`config.mk`:
```
export PLATFORM = sky130hd
export DESIGN_NAME = dac_spi_tx
export DESIGN_NICKNAME = d
export VERILOG_FILES = /design/src/rtl/dac_spi_tx.sv
export SDC_FILE = /design/constraint.sdc
export NUM_CORES = 1
export LEC_CHECK = 0
export CORE_MARGIN = 1
export CORE_UTILIZATION = 40
export CTS_CLUSTER_SIZE = 14
export DETAILED_ROUTE_END_ITERATION = 8
export PLACE_DENSITY_LB_ADDON = 0.08
export RECOVER_POWER = 50
export REMOVE_ABC_BUFFERS = 1
export SETUP_SLACK_MARGIN = 0.15
export SYNTH_ARGS = -nofsm -noshare
export SYNTH_HDL_FRONTEND = slang
export SYNTH_SLANG_ARGS = --single-unit
export TNS_END_PERCENT = 5
```
`constraint.sdc`:
```
create_clock -name clk -period 2.2 [get_ports clk]
set_clock_uncertainty 0.2 [all_clocks]
set_input_delay 0.44 -clock clk [delete_from_list [all_inputs] [get_ports clk]]
set_output_delay 0.44 -clock clk [all_outputs]
set_load 0.005 [all_outputs]
```
`src/rtl/dac_spi_tx.sv`:
```
// dac_spi_tx: serial transmitter for a DAC121S101-class converter.
// Sends one 16-bit frame {2'b00, pd[1:0], data_In[11:0]}, MSB first.
// DIN is updated on SCLK rising edges and sampled by the DAC on falling edges.
// CS (SYNC) is active low. A one-cycle tx_done_tick marks the end of a frame.
// Optional build macro DAC_PD_MODE_EN adds the pd_mode input, which sets frame bits 13:12.
// Without the macro, those bits are fixed at 00 (normal operation).
module dac_spi_tx #(
    parameter int CLK_DIV = 4,
    parameter int FRAME_W = 16,
    parameter int DATA_W  = 12
) (
    input  logic              clk,
    input  logic              reset,
    input  logic              tx_start,
    input  logic [DATA_W-1:0] data_In,
`ifdef DAC_PD_MODE_EN
    input  logic [1:0]        pd_mode,
`endif
    output logic              SCLK,
    output logic              CS,
    output logic              DIN,
    output logic              busy,
    output logic              tx_done_tick
);

    localparam int               DIV_W    = $clog2(CLK_DIV + 1);
    localparam logic [DIV_W-1:0] DIV_LAST = DIV_W'(CLK_DIV - 1);
    localparam logic [3:0]       BIT_LAST = 4'(FRAME_W - 1);

    typedef enum logic [1:0] {IDLE, SHIFT, GAP} state_t;

    state_t             state, state_nx;
    logic [DIV_W-1:0]   div, div_nx;
    logic [3:0]         bit_cnt, bit_nx;
    logic [FRAME_W-1:0] shreg, shreg_nx;
    logic               sclk_nx, cs_nx, din_nx, busy_nx, tick_nx;
    logic [1:0]         pd;
    logic [FRAME_W-1:0] frame_in;

`ifdef DAC_PD_MODE_EN
    assign pd = pd_mode;
`else
    assign pd = 2'b00;
`endif

    // Control bits 15:14 are always zero; the sample is right-justified.
    assign frame_in = {{(FRAME_W - DATA_W - 2){1'b0}}, pd, data_In};

    // State, counters and all outputs are registered; the shift register holds data only.
    always_ff @(posedge clk) begin
        if (reset) begin
            state        <= IDLE;
            div          <= '0;
            bit_cnt      <= '0;
            SCLK         <= 1'b1;
            CS           <= 1'b1;
            DIN          <= 1'b0;
            busy         <= 1'b0;
            tx_done_tick <= 1'b0;
        end else begin
            state        <= state_nx;
            div          <= div_nx;
            bit_cnt      <= bit_nx;
            SCLK         <= sclk_nx;
            CS           <= cs_nx;
            DIN          <= din_nx;
            busy         <= busy_nx;
            tx_done_tick <= tick_nx;
        end
        shreg <= shreg_nx;
    end

    // Next-state and next-output logic for the Idle/Shift/Gap sequence.
    always_comb begin
        state_nx = state;
        div_nx   = div;
        bit_nx   = bit_cnt;
        shreg_nx = shreg;
        sclk_nx  = SCLK;
        cs_nx    = CS;
        din_nx   = DIN;
        busy_nx  = busy;
        tick_nx  = 1'b0;
        case (state)
            IDLE: begin
                sclk_nx = 1'b1;
                cs_nx   = 1'b1;
                din_nx  = 1'b0;
                busy_nx = 1'b0;
                if (tx_start) begin
                    shreg_nx = frame_in;
                    bit_nx   = '0;
                    div_nx   = '0;
                    cs_nx    = 1'b0;
                    din_nx   = frame_in[FRAME_W-1];
                    busy_nx  = 1'b1;
                    state_nx = SHIFT;
                end
            end
            SHIFT: begin
                if (div == DIV_LAST) begin
                    div_nx = '0;
                    if (SCLK) begin
                        // Falling edge: the DAC samples DIN, which holds still.
                        sclk_nx = 1'b0;
                    end else if (bit_cnt == BIT_LAST) begin
                        // Rising edge after the last bit closes the frame.
                        sclk_nx  = 1'b1;
                        cs_nx    = 1'b1;
                        din_nx   = 1'b0;
                        state_nx = GAP;
                        // With a one-cycle gap the tick must land on the first Gap cycle.
                        tick_nx  = (DIV_LAST == '0);
                    end else begin
                        sclk_nx  = 1'b1;
                        shreg_nx = shreg << 1;
                        din_nx   = shreg[FRAME_W-2];
                        bit_nx   = bit_cnt + 4'd1;
                    end
                end else begin
                    div_nx = div + DIV_W'(1);
                end
            end
            GAP: begin
                if (div == DIV_LAST) begin
                    div_nx   = '0;
                    busy_nx  = 1'b0;
                    state_nx = IDLE;
                end else begin
                    div_nx  = div + DIV_W'(1);
                    tick_nx = (div_nx == DIV_LAST);
                end
            end
            default: state_nx = IDLE;
        endcase
    end

endmodule
```
==> impl_metrics.json <==
{
  "status": "complete, no violations",
  "placed_cells": 194,
  "cts_buffers": 5,
  "post_cts_resized": 1,
  "routedWlPerCell_um": 12.6,
  "cts_tree": "done",
  "core.rowCount": 21,
  "layout_commonest_cell": "edfxtp_1",
  "area_growth_pct": 29.1,
  "drtPass1Iterations": 4,
  "drv_slew": 0,
  "holdBufCountCts": 0,
  "htree_levels": 2,
  "worst_pin_slew_ns": 0.496,
  "grt_usage": 0.155,
  "rsz0062_at_grt": "yes",
  "syn-cell-area_um2": 1430,
  "die_width_um": 61.8,
  "synth_ff_type": "edfxtp_1",
  "netlist_instances": 126,
  "final_cell_mix": "15 x edfxtp_1, 14 x dfxtp_1, 14 x clkdlybuf4s50_1",
  "power_density_nw_per_um2": 1160,
  "ys_seq_area_frac": 0.511,
  "cp-end-kind": "register",
  "worstHoldPathType": "reg -> reg",
  "ys_seq_elements": 29,
  "synth_cell_type_count": 31,
  "synth_edf_count": 15,
  "gp_congestion": 0.717,
  "period_share": 0.906,
  "clock_path_buffers": 2,
  "finalCriticalPeriod_ns": 1.99,
  "reg2reg_depth": 6,
  "critPathRequiredTime_ns": 2.20,
  "startpoint_type": "register",
  "path_class": "reg -> reg",
  "crit_arrival_ns": 2.00,
  "vias_per_cell": 4.93,
  "diodes": 0,
  "antenna_found_initial": 0,
  "report.final.hold_viol_count": 0,
  "drtAntennaViolNets": 0,
  "insertion_delay_ns": 0.34,
  "grt_pass1_wl_mm": 4.08,
  "timing.fmax_mhz": 502,
  "whs_path_depth": 2,
  "ios": 20,
  "layoutNonFillerInstCount": 202,
  "post-cts-setup-buffers": 0,
  "final_nets": 180,
  "relSlewSlack": 0.668,
  "drc": 0,
  "dieArea_um2": 3820,
  "core_area_um2": 3390,
  "power.leakage_nw": 0.669,
  "critPathMaxFanout": 9,
  "initial_utilization": 0.422,
  "hpwlAfterDp_mm": 1.77,
  "syn_avg_cell_area_um2": 11.4,
  "drt_iter0_markers": 40,
  "fillers": 311,
  "grt_max_degree": 16,
  "clkTransAtPathRegs_ns": 0.09,
  "synthArstFlopShare": 0,
  "clock-sinks": 29,
  "die_h_um": 61.8,
  "grt_pass1_vias": 927,
  "vias": 995,
  "grt_overflow_total": 0,
  "port_buffers": 19,
  "final_core_util": 0.545,
  "ys_warn_count": 0,
  "finalWirelength_mm": 2.54,
  "finalSetupViolations": 0,
  "ir_drop_uv": 543,
  "drv_cap": 0,
  "root_buffer": "clkbuf_4",
  "drive_gt1_frac": 0.173
}
==> path summary, 6_finish.rpt <==
kind / from / slack, ns / endpoint
min reg2reg: DIN / 0.26 / DIN
min: DIN / 0.26 / DIN
max: state[1] / 0.21 / state[0]
max reg2reg: state[1] / 0.21 / state[0]
==> cell families after synthesis <==
logic type / Yosys count / synth area share
adder cells (fa/ha/maj): 10 / 0.0875
buffers and inverters: 11 / 0.0297
multiplexers: 16 / 0.122
AO/OA/AOI/OAI: 20 / 0.0971
AND/OR/NAND/NOR: 40 / 0.153
flip-flops: 29 / 0.511
==> synth_stat cells (all sizes together) (3+ instances only) <==
master  number  share of area
mux2        11          0.087
mux2i        5          0.035
clkbuf       3         0.0079
dfxtp       14           0.20
edfxtp      15           0.31
o21ai        4          0.014
nand2b       4          0.017
ha          10          0.087
nor2b        4          0.017
and2         4          0.017
inv          7          0.018
or3          4          0.017
nor2         8          0.021
a21oi        8          0.028
nand2        7          0.018
==> cell type report <==
| type | instances | area [µm²] | share of cell area |
|---|---|---|---|
| Timing Repair Buffer | 26 | 236 | 0.128 |
| Multi-Input combinational cell | 86 | 693 | 0.375 |
| Inverter | 7 | 26.3 | 0.0142 |
| Sequential cell | 29 | 731 | 0.396 |
| Tap cell | 46 | 57.6 | 0.0312 |
| Clock inverter | 3 | 65.1 | 0.0352 |
| Clock buffer | 5 | 37.5 | 0.0203 |
==> stage by stage <==
stage	TNS [ns]	hold WS [ns]	power (W)	area, µm²	worst slack, ns
final	0	0.256	0.00215	1850	0.207
after global routing	0	0.305	0.00228	1850	0.109
after CTS	0	0.264	0.00213	1820	0.162
after detailed placement	-0.00367	0.249	0.00157	1710	-0.00367
after global placement	0	0.236	0.00155	1710	0.0197
after floorplan	-7.12	0.242	0.00133	1410	-0.472
==> layer usage <==
metal | part of all wire | wire length [µm] | GRT usage | vias to the layer above
li1 | - | - | - | 508
met4 | 0.015 | 39 | 0.0667 | 0
met5 | 0 | 0 | 0 | -
met3 | 0.041 | 103 | 0.0683 | 6
met1 | 0.51 | 1290 | 0.204 | 465
met2 | 0.44 | 1110 | 0.221 | 16
==> critical path, stage by stage, from the launching register on <==
cell and delay, ns:
dfxtp_1 0.36, inv_1 0.10, ha_1 0.34, and2_1 0.26, a2111oi_4 0.33, mux2i_1 0.23
nor2_1 0.05
==> sequential cells by signal (all words and copies together), names as in the netlist <==
signal	cells
tx_done_tick	1
CS	1
DIN	1
div	3
busy	1
bit_cnt	4
SCLK	1
shreg	15
state	2
==> report_power, final <==
| part | internal, W | leakage, nW | switching [W] | total (W) |
|---|---|---|---|---|
| clock | 0.000352 | 0.0552 | 0.000197 | 0.000549 |
| sequential | 0.000812 | 0.257 | 0.0000667 | 0.000878 |
| combinational | 0.000342 | 0.357 | 0.000382 | 0.000724 |
| total | 0.00151 | 0.669 | 0.000646 | 0.00215 |
No activity file was read; power rests on OpenSTA's default activity.
